$ cat src/rtl/shift_rows_pipe.sv
// shift_rows_pipe: pipelined ShiftRows / InvShiftRows stage for NB = 4, 6 or 8
// columns, with valid/ready handshakes on both sides and a two-entry skid
// buffer. Each beat carries its own direction bit and sideband tag.
//
// Optional feature macro: SHIFT_ROWS_PARITY_EN
//   When defined, per-byte even parity travels with the data (in_par/out_par)
//   and a sticky par_err flags any accepted beat whose parity mismatches.
//
// State layout: column c is bits [32*(NB-c)-1 -: 32] (column 0 is the most
// significant), row r of a column is bits [31-8r -: 8]. Parity bit k covers
// data bits [8k+7 : 8k].
module shift_rows_pipe #(
  parameter int NB    = 4,
  parameter int TAG_W = 4
) (
  input  logic              clk,
  input  logic              rst,
  input  logic              in_valid,
  output logic              in_ready,
  input  logic              in_inv,
  input  logic [TAG_W-1:0]  in_tag,
  input  logic [32*NB-1:0]  in_state,
`ifdef SHIFT_ROWS_PARITY_EN
  input  logic [4*NB-1:0]   in_par,
  output logic [4*NB-1:0]   out_par,
  output logic              par_err,
`endif
  output logic              out_valid,
  input  logic              out_ready,
  output logic [TAG_W-1:0]  out_tag,
  output logic [32*NB-1:0]  out_state
);

  // ------------------------------------------------------------------
  // Elaboration-time parameter checks
  // ------------------------------------------------------------------
  if (!((NB == 4) || (NB == 6) || (NB == 8))) begin : g_bad_nb
    $error("shift_rows_pipe: NB must be 4, 6 or 8");
  end
  if (TAG_W < 1) begin : g_bad_tag
    $error("shift_rows_pipe: TAG_W must be at least 1");
  end

  // Row rotation amount; the 256-bit block uses a wider spread on rows 2/3.
  function automatic int row_off(input int r);
    int off;
    off = 32'sd0;
    if (NB == 8) begin
      case (r)
        0:       off = 32'sd0;
        1:       off = 32'sd1;
        2:       off = 32'sd3;
        3:       off = 32'sd4;
        default: off = 32'sd0;
      endcase
    end else begin
      off = r;
    end
    return off;
  endfunction

`ifdef SHIFT_ROWS_PARITY_EN
  // Even parity of every byte of a state word; bit k covers byte k.
  function automatic logic [4*NB-1:0] byte_parity(input logic [32*NB-1:0] d);
    logic [4*NB-1:0] p;
    p = '0;
    for (int k = 0; k < 4*NB; k++) begin
      p[k] = ^d[8*k +: 8];
    end
    return p;
  endfunction
`endif

  // ------------------------------------------------------------------
  // Byte routing: both permutations are fixed wiring, one 2:1 mux per byte
  // ------------------------------------------------------------------
  logic [32*NB-1:0] shifted_s;
`ifdef SHIFT_ROWS_PARITY_EN
  logic [4*NB-1:0]  shifted_par_s;
`endif

  for (genvar r = 0; r < 4; r++) begin : g_row
    for (genvar c = 0; c < NB; c++) begin : g_col
      localparam int OFF   = row_off(r);
      localparam int FWD_C = (c + OFF) % NB;
      localparam int INV_C = (c + NB - OFF) % NB;
      localparam int DST_H = 32*(NB-c) - 1 - 8*r;
      localparam int FWD_H = 32*(NB-FWD_C) - 1 - 8*r;
      localparam int INV_H = 32*(NB-INV_C) - 1 - 8*r;
      assign shifted_s[DST_H -: 8] = in_inv ? in_state[INV_H -: 8]
                                            : in_state[FWD_H -: 8];
`ifdef SHIFT_ROWS_PARITY_EN
      localparam int DST_P = 4*(NB-c) - 1 - r;
      localparam int FWD_P = 4*(NB-FWD_C) - 1 - r;
      localparam int INV_P = 4*(NB-INV_C) - 1 - r;
      assign shifted_par_s[DST_P] = in_inv ? in_par[INV_P] : in_par[FWD_P];
`endif
    end
  end

  // ------------------------------------------------------------------
  // Occupancy FSM
  // ------------------------------------------------------------------
  typedef enum logic [1:0] {
    ST_EMPTY = 2'd0,
    ST_ONE   = 2'd1,
    ST_FULL  = 2'd2
  } state_t;

  state_t state_r;
  state_t state_s;
  logic   acc_s;
  logic   pop_s;
  logic   load_m_in_s;
  logic   load_skid_s;
  logic   skid_to_m_s;

  // Ready is a pure decode of the registered state, gated low during reset.
  assign in_ready  = (state_r != ST_FULL) & ~rst;
  assign out_valid = (state_r != ST_EMPTY);
  assign acc_s     = in_valid & in_ready;
  assign pop_s     = out_valid & out_ready;

  // State register.
  always_ff @(posedge clk or posedge rst) begin
    if (rst) begin
      state_r <= ST_EMPTY;
    end else begin
      state_r <= state_s;
    end
  end

  // Next-state and register-load decode.
  always_comb begin
    state_s     = state_r;
    load_m_in_s = 1'b0;
    load_skid_s = 1'b0;
    skid_to_m_s = 1'b0;
    case (state_r)
      ST_EMPTY: begin
        if (acc_s) begin
          state_s     = ST_ONE;
          load_m_in_s = 1'b1;
        end else begin
          state_s = ST_EMPTY;
        end
      end
      ST_ONE: begin
        if (acc_s && pop_s) begin
          state_s     = ST_ONE;
          load_m_in_s = 1'b1;
        end else if (acc_s) begin
          state_s     = ST_FULL;
          load_skid_s = 1'b1;
        end else if (pop_s) begin
          state_s = ST_EMPTY;
        end else begin
          state_s = ST_ONE;
        end
      end
      ST_FULL: begin
        if (pop_s) begin
          state_s     = ST_ONE;
          skid_to_m_s = 1'b1;
        end else begin
          state_s = ST_FULL;
        end
      end
      default: begin
        state_s = ST_EMPTY;
      end
    endcase
  end

  // ------------------------------------------------------------------
  // Storage: main register M drives the outputs, S absorbs one stalled beat
  // ------------------------------------------------------------------
  logic [32*NB-1:0] m_state_r;
  logic [TAG_W-1:0] m_tag_r;
  logic [32*NB-1:0] s_state_r;
  logic [TAG_W-1:0] s_tag_r;

  // Main register: new beat from the input side, or promotion from skid.
  always_ff @(posedge clk or posedge rst) begin
    if (rst) begin
      m_state_r <= '0;
      m_tag_r   <= '0;
    end else if (load_m_in_s) begin
      m_state_r <= shifted_s;
      m_tag_r   <= in_tag;
    end else if (skid_to_m_s) begin
      m_state_r <= s_state_r;
      m_tag_r   <= s_tag_r;
    end
  end

  // Skid register: captures the beat accepted while M is stalled.
  always_ff @(posedge clk or posedge rst) begin
    if (rst) begin
      s_state_r <= '0;
      s_tag_r   <= '0;
    end else if (load_skid_s) begin
      s_state_r <= shifted_s;
      s_tag_r   <= in_tag;
    end
  end

  assign out_state = m_state_r;
  assign out_tag   = m_tag_r;

`ifdef SHIFT_ROWS_PARITY_EN
  logic [4*NB-1:0] m_par_r;
  logic [4*NB-1:0] s_par_r;
  logic            par_err_r;
  logic            par_bad_s;

  assign par_bad_s = (byte_parity(in_state) != in_par);

  // Parity side of the main register, moving in lockstep with the data.
  always_ff @(posedge clk or posedge rst) begin
    if (rst) begin
      m_par_r <= '0;
    end else if (load_m_in_s) begin
      m_par_r <= shifted_par_s;
    end else if (skid_to_m_s) begin
      m_par_r <= s_par_r;
    end
  end

  // Parity side of the skid register.
  always_ff @(posedge clk or posedge rst) begin
    if (rst) begin
      s_par_r <= '0;
    end else if (load_skid_s) begin
      s_par_r <= shifted_par_s;
    end
  end

  // Sticky error: set by any accepted beat with bad parity, cleared by reset.
  always_ff @(posedge clk or posedge rst) begin
    if (rst) begin
      par_err_r <= 1'b0;
    end else if (acc_s && par_bad_s) begin
      par_err_r <= 1'b1;
    end
  end

  assign out_par = m_par_r;
  assign par_err = par_err_r;
`endif

endmodule
$ cat config.mk
export PLATFORM = sky130hd
export DESIGN_NAME = shift_rows_pipe
export DESIGN_NICKNAME = d
export VERILOG_FILES = /design/src/rtl/shift_rows_pipe.sv
export SDC_FILE = /design/constraint.sdc
export NUM_CORES = 1
export LEC_CHECK = 0
export ABC_AREA = 1
export CAP_MARGIN = 25
export CORE_MARGIN = 2
export CORE_UTILIZATION = 30
export DETAILED_ROUTE_END_ITERATION = 7
export HOLD_SLACK_MARGIN = 0.03
export PLACE_DENSITY_LB_ADDON = 0.3
export SYNTH_ARGS = -nofsm -noshare
export SYNTH_HDL_FRONTEND = slang
export SYNTH_SLANG_ARGS = --single-unit
$ cat constraint.sdc
create_clock -name clk -period 11.5 [get_ports clk]
set_input_delay 2.3 -clock clk [delete_from_list [all_inputs] [get_ports clk]]
set_output_delay 2.3 -clock clk [all_outputs]
set_load 0.005 [all_outputs]
* Yosys cells after proc, flatten, opt, wreduce, memory -nomap -nowiden *
Index checks and enable logic that the tools add are counted.

storage, ports and cells
  output and inout bits = 134
  register bits = 266
  input bits = 137

cells by class
  eq/ne operators = 3
  muxes and demuxes = 25
  bitwise operators = 4
  reduce and logical (&&, ||, !) cells = 4

operator list
  kind                                                                   count
  128-bit two-way mux                                                    2
  8-bit two-way mux                                                      8
  1-bit two-way mux                                                      8
  4-bit two-way mux                                                      2
  2-bit two-way mux                                                      3
  2-bit case mux with 3 select lines                                     1
  2-bit nonzero test                                                     2
  1-bit bitwise AND                                                      3
  2-bit by 1-bit equality test with 1-bit output, second input constant  1
  2-bit equality test, second input constant                             1
  2-bit zero test                                                        1
  2-bit inequality test, second input constant                           1
  1-bit case mux with 2 select lines                                     1
  1-bit logical AND                                                      1
  1-bit NOT                                                              1

* Longest topological paths before layout *
Gate-level depths: netlist of the first run.

  depth after elaboration = 7
  mapped depth = 13
  gate-level depth less buffers = 10

* Worst setup path before layout of the first run *
Ideal clock, no wire load.

  path type = input to register
  start point = input port rst
  end point = register m_state_r[55] (netlist: out_state[55])
  data arrival time = 9.172 ns
  path slack = 2.211 ns
  setup time = 0.117 ns
  stages = 8
  cell sequence = inv_1 nand4_2 nand2_2 buf_6 buf_6 nand2_1 nand2_1 nand2_1

between the ends
  longest elaborated chain between the ends = 7

ends and longest elaborated chain
  item                                                       RTL line  text
  from (decl)                                                17        input logic rst,
  1-bit NOT (*)                                              119       assign in_ready = (state_r != ST_FULL) & ~rst;
  1-bit bitwise AND (*)                                      119
  1-bit bitwise AND (*)                                      121       assign acc_s = in_valid & in_ready;
  1-bit logical AND                                          149       if (acc_s && pop_s) begin
  1-bit two-way mux                                          149
  1-bit case mux with 2 select lines (*)                     139       case (state_r)
  128-bit two-way mux or 2-bit nonzero test (tied branches)  n/a
  to (signal assigned)                                       189       m_state_r <= shifted_s;
  to (signal assigned)                                       192       m_state_r <= s_state_r;
  to (decl)                                                  178       logic [32*NB-1:0] m_state_r;

Every way passes the cells marked *; elsewhere a longest branch is shown, timed or not.
A chain may end at the register's enable or synchronous reset.

* Worst setup path in the final report of the first run *
  start point = input port out_ready
  end point = register m_state_r[84] (netlist: out_state[84])

between the ends
  longest elaborated chain between the ends = 5

ends and longest elaborated chain
  item                                                       RTL line  text
  from (decl)                                                29        input logic out_ready,
  1-bit bitwise AND (*)                                      122       assign pop_s = out_valid & out_ready;
  1-bit logical AND                                          149
  1-bit two-way mux                                          149
  1-bit case mux with 2 select lines                         139
  128-bit two-way mux or 2-bit nonzero test (tied branches)  n/a

Marked as above.

==> results of run 1 <==
synthesized netlist by cell type (2+ instances only):
cell	count	area share (%)
clkbuf_2	2	0.075
nand2_2	2	0.094
buf_1	17	0.48
o21ai_0	144	5.4
dfrtp_1	266	50
inv_2	2	0.056
inv_1	102	2.9
nand3_1	266	10
clkbuf_1	35	0.99
buf_4	4	0.23
nor2_1	33	0.93
o21ai_1	20	0.75
buf_2	90	3.4
nand2_1	564	16
a21oi_1	32	1.2
buf_6	11	0.93
ha_1	2	0.19
nand3_2	2	0.15
nand4_1	132	6.2
metrics by stage:
step	std cells	utilization [%]	hold WS (ns)	worst slack (ns)	instance area, sq um
final	2519	39.6	0.480	5.60	17400
after global routing	2519	39.6	0.500	5.29	17400
after CTS	2506	39.3	0.487	5.63	17300
after detailed placement	2445	36.6	0.474	5.06	16100
after global placement	2445	36.6	0.466	5.12	16100
after floorplan	1729	-	0.454	1.84	13300
cell type report:
cell class | count | area, sq um
fill | 4485 | 26600
sequential | 266 | 6660
multi-input combinational | 1200 | 5510
timing repair buffer | 287 | 2920
clock buffer | 53 | 1080
tap | 592 | 741
inverter | 104 | 398
clock inverter | 8 | 93.8
antenna | 9 | 22.5
flip-flops by register name (all words and copies together) (netlist names):
register   count
s_state_r    128
out_state    128
out_tag        4
state_r        2
s_tag_r        4
cells in the final DEF (no fill, tap or decap):
cell type        count
buf_16               4
diode_2              9
nand4_1            132
inv_1              101
buf_4               14
o21ai_0            144
clkbuf_16           37
nor2_8               1
buf_12               1
nand3_4              2
clkinv_2             5
nor2_1              33
nand2_4              2
nand2_1            564
inv_8                1
bufinv_16            2
inv_6                1
dfrtp_1            266
clkbuf_8             9
ha_1                 2
a21oi_1             32
nand3_1            266
inv_2                2
clkbuf_1             7
nand4_4              1
nor3b_1              1
o21ai_1             20
clkdlybuf4s50_1    268
report_power, final:
part / switching (mW) / leakage [nW] / internal, mW
Combinational: 0.823 / 4.59 / 0.801
Sequential: 0.280 / 3.24 / 1.40
Clock: 0.425 / 0.581 / 0.689
Total: 1.53 / 8.41 / 2.89
path summary, 6_finish.rpt:
path | cells after the start | endpoint | slack, ns | start
worst max register to register | 9 | out_state[84]$_DFFE_PP0P_ | 7.06 | state_r[0]$_DFF_PP0_
worst min-delay path | 2 | s_state_r[37]$_DFFE_PP0P_ | 0.48 | s_state_r[37]$_DFFE_PP0P_
worst min register to register | 2 | s_state_r[37]$_DFFE_PP0P_ | 0.48 | s_state_r[37]$_DFFE_PP0P_
worst max-delay path | 10 | out_state[84]$_DFFE_PP0P_ | 5.60 | out_ready
min in group asynchronous | 2 | s_state_r[104]$_DFFE_PP0P_ | 2.29 | rst
max in group asynchronous | 4 | s_state_r[25]$_DFFE_PP0P_ | 7.13 | rst
per-layer routing:
metal | GRT usage, % | up-vias | share of wire [%]
met4 | 7.43 | 0 | 2.6
met1 | 27.0 | 6072 | 46
met3 | 4.83 | 64 | 7.6
li1 | - | 6076 | -
met5 | 0 | - | 0
met2 | 27.4 | 423 | 44
cells by family (layout without fill, tap and decap cells):
| kind of cell | after synthesis | count (layout) | share of synthesized area (%) |
|---|---|---|---|
| buffers and inverters | 263 | 452 | 9.00 |
| AND/OR/NAND/NOR | 1002 | 1002 | 33.5 |
| flip-flops | 266 | 266 | 49.9 |
| other | 0 | 9 | 0 |
| adder cells (fa/ha/maj) | 2 | 2 | 0.188 |
| AO/OA/AOI/OAI | 196 | 196 | 7.36 |
tightest hold or removal path: cells and delay by family (launching register included):
family	cells	cell delay (ns)
AO/OA/AOI/OAI	1	0.05
flip-flops	1	0.34
AND/OR/NAND/NOR	1	0.05
==> impl_metrics.tcl, run 1 <==
set metrics [dict create \
    status "finished clean" \
    wire_per_inst_microns 17.7 \
    rsz0062_at_grt "no" \
    cts_tree "yes" \
    dr.first_iter.drc_count 1168 \
    fin_tns_setup_ns 0 \
    grt_usage_pct 18.9 \
    slew_headroom_pct 18.3 \
    synth-warning-count 0 \
    initial_core_util_pct 30.3 \
    cts_resized 0 \
    syn_nets 1868 \
    crit_chain "buf_4 -> nand2_1 -> inv_1 -> ha_1 -> nand3_4 -> nand2_4 -> buf_4 -> nand2_1 -> nand2_1 -> nand2_1" \
    synth_ff_type "dfrtp_1" \
    syn_area_per_cell_sq_um 7.71 \
    cp-end-kind "flip-flop" \
    die_area_sq_um 46100 \
    timing_hold_violations_final 0 \
    postRouteAntennaNets 0 \
    grt_pass1_vias 11955 \
    worstPathRequired_ns 11.91 \
    worstMarginPinSlew_ns 1.23 \
    crit_family "simple AND/OR/NAND/NOR gates" \
    path_max_fanout 77 \
    synth_cell_type_count 22 \
    netlist_instances 1729 \
    clock_sinks 266 \
    grt_pass1_wl_microns 70200 \
    vdd_drop_max_mv 0.147 \
    viasPerCell 5.02 \
    clock_skew_ns 0.0187 \
    rows 77 \
    nNetsFinal 2033 \
    antenna_found_initial 9 \
    synth_edf_count 0 \
    total_leakage_power_nw 8.41 \
    grt_max_degree 239 \
    globalplace.congestion 0.816 \
    hold_path_class "reg2reg" \
    core_region_area_sq_um 44000 \
    cp_common_cell "nand2_1" \
    cpPeakStageDelay_ns 0.89 \
    ctsHoldBuffers 0 \
    max_freq_mhz 170 \
    ys_ff_latch 266 \
    io_buffer_count 270 \
    grt-ovfl-total 0 \
    clock_latency_ns 0.53 \
    synth_area_sq_um 13300 \
    setup_viol 0 \
    fp.dieH_microns 215 \
    worstPathBufferInverterCount 3 \
    crit_type "in2reg" \
    fin_total_pwr_mw 4.42 \
    post-dp-hpwl_microns 26200 \
    path_clk_slew_ns 0.06 \
    period_minus_slack_ns 5.90 \
    h-tree-depth 2 \
    syn_to_final_growth_pct 30.6 \
    slowest_stage "nand2_4" \
    cts_buffers 35 \
    start_kind "primary input" \
    drive_gt1_share_pct 4.28 \
    pin_count 271 \
    async_flop_share_pct 100 \
    synth_seq_area_share_pct 49.9 \
    cts_setup_buffers 0 \
    drc 0 \
    fp.dieW_microns 215 \
    dr.pass1.iters 6 \
    cts_root_buf "clkbuf_16" \
    period_share_pct 51.3 \
    vias 12635 \
    worst_ep_arrival_time_ns 6.30 \
    slew_viol_final 0 \
    routed_wl_microns 44600 \
    clockBufferDepth 3 \
    maxCapViolations 0 \
    power_density_nw_per_um2 254 \
]
Note: power is estimated with default switching activity, not from simulation.
==> inputs of run 2 (changes only) <==
- clock period: 11.5 -> 5.6 ns (I/O delays scaled with it)
==> run 2 against run 1 <==
Flip-flop and latch count unchanged; first-iteration DRC count up 1.5%; worst hold slack better by 0.0021 ns; critical path depth down 1; routed wire length down 3.0%; count of clock-buffer cells in the layout down 3; sequential share of layout area about the same; sequential power up 100%; combinational power up 100%; via count down 1.1%; clock power up 110%; critical endpoint is now out_state[55]$_DFFE_PP0P_; largest power group unchanged.
==> impl_metrics.tcl, run 2 (synthesis results as in run 1) <==
set metrics [dict create \
    initial_core_util_pct 30.3 \
    core_region_area_sq_um 44000 \
    final_core_util_pct 39.6 \
    crit_chain "clkdlybuf4s50_1 -> nor3b_1 -> ha_1 -> nand3_4 -> nand2_4 -> buf_4 -> nand2_1 -> nand2_1 -> nand2_1" \
    period_share_pct 70.6 \
    clock_sinks 266 \
    clkPwrFrac_pct 26.1 \
    total_leakage_power_nw 8.40 \
    die_area_sq_um 46100 \
    cts_buffers 34 \
    holdPathStages 2 \
    clock_latency_ns 0.53 \
    slew_headroom_pct 20.1 \
    rsz0062_at_grt "no" \
    io_buffer_count 270 \
    cp-end-kind "flip-flop" \
    status "finished clean" \
    period_minus_slack_ns 3.95 \
    post-dp-hpwl_microns 25700 \
    reg2reg_depth 9 \
    p_seq_share_pct 37.7 \
    final_common_cell "nand2_1" \
    max_freq_mhz 253 \
    wire_per_inst_microns 17.2 \
    clock_skew_ns 0.0115 \
    ctsHoldBuffers 0 \
    regArea_sq_um 6660 \
    switching_share_pct 33.8 \
    grt_pass1_vias 11785 \
    final_cell_mix "564 x nand2_1, 268 x clkdlybuf4s50_1, 266 x nand3_1, 266 x dfrtp_1, 144 x o21ai_0" \
    grt_usage_pct 18.5 \
    vdd_drop_max_mv 0.344 \
    cts_resized 0 \
    final_cells 2513 \
    timing_hold_violations_final 0 \
    clockBufferDepth 3 \
    fin_total_pwr_mw 9.13 \
    worstPathRequired_ns 6.01 \
    cpPeakStageDelay_ns 0.80 \
    holdWs_ns 0.482 \
    worst_ep_arrival_time_ns 4.36 \
    nNetsFinal 2030 \
    rows 77 \
    power_density_nw_per_um2 524 \
    h-tree-depth 2 \
    setup_viol 0 \
    comb_power_share_pct 36.3 \
    pin_count 271 \
    slew_viol_final 0 \
    fp.dieH_microns 215 \
    grt-ovfl-total 0 \
    cts_tree "yes" \
    dr.first_iter.drc_count 1185 \
    worstMarginPinSlew_ns 1.20 \
    fillerInstances 4491 \
    cts_root_buf "clkbuf_16" \
    hold_path_class "reg2reg" \
    syn_to_final_growth_pct 30.6 \
    cts_setup_buffers 0 \
    path_max_fanout 58 \
    crit_type "in2reg" \
    final_cell_area_sq_um 17400 \
    p_switching_mw 3.09 \
    grt_max_degree 209 \
    vias 12500 \
    antenna_found_initial 6 \
    maxCapViolations 0 \
    viasPerCell 4.97 \
    fp.dieW_microns 215 \
    path_clk_slew_ns 0.06 \
    drc 0 \
    placed_cell_area_sq_um 16200 \
    globalplace.congestion 0.811 \
    cp_common_cell "nand2_1" \
    routed_wl_microns 43200 \
    numPlacedInstances 2447 \
    drive_gt1_share_pct 4.13 \
    intPower_mw 6.04 \
    grt_pass1_wl_microns 68400 \
    dr.pass1.iters 8 \
    slowest_stage "nand2_4" \
    multiInputGateArea_sq_um 5510 \
    start_kind "primary input" \
    postRouteAntennaNets 0 \
]
-- run 2: through the flow --
| stage | setup TNS [ns] | worst slack [ns] |
|---|---|---|
| after floorplan | -103.37 | -0.786 |
| after global placement | 0 | 1.18 |
| after detailed placement | 0 | 1.06 |
| after CTS | 0 | 1.63 |
| after global routing | 0 | 1.38 |
| final | 0 | 1.65 |
-- run 2: worst max-delay path: cells and delay by family --
kind          cells  cell delay, ns
simple gates      6            1.92
buf+inv           2            1.01
fa+ha+maj         1            0.26
-- run 2: layout make-up --
cell class              instances  area share [%]
clock buffers                  50            6.00
clock inverters                 9           0.977
inverters                     104            2.26
well taps                     592            4.25
repair buffers                285            16.6
multi-input cells            1200            31.6
flip-flops and latches        266            38.2
diodes                          7           0.101
-- run 2: power by group through the flow --
stage	sequential, mW	clock [mW]	combinational, mW
after floorplan	3.37	0	1.74
after global placement	3.42	0	3.31
after detailed placement	3.45	0	3.35
after CTS	3.44	2.45	3.37
after global routing	3.55	2.54	3.74
final	3.44	2.38	3.31
-- run 2: per-layer routing --
layer	vias to the layer above	part of all wire (%)	track usage [%]
li1	6063	-	-
met1	5984	45	26.4
met2	396	44	26.7
met3	57	7.9	5.01
met4	0	2.7	7.11
met5	-	0	0
-- run 2: final timing paths --
kind,from,endpoint,slack [ns]
max,in_valid,out_state[55]$_DFFE_PP0P_,1.65
max in group asynchronous,rst,out_state[97]$_DFFE_PP0P_,3.04
min in group asynchronous,rst,out_state[105]$_DFFE_PP0P_,1.20
min reg2reg,s_state_r[39]$_DFFE_PP0P_,s_state_r[39]$_DFFE_PP0P_,0.48
max reg2reg,state_r[0]$_DFF_PP0_,out_state[55]$_DFFE_PP0P_,2.10
min,s_state_r[39]$_DFFE_PP0P_,s_state_r[39]$_DFFE_PP0P_,0.48
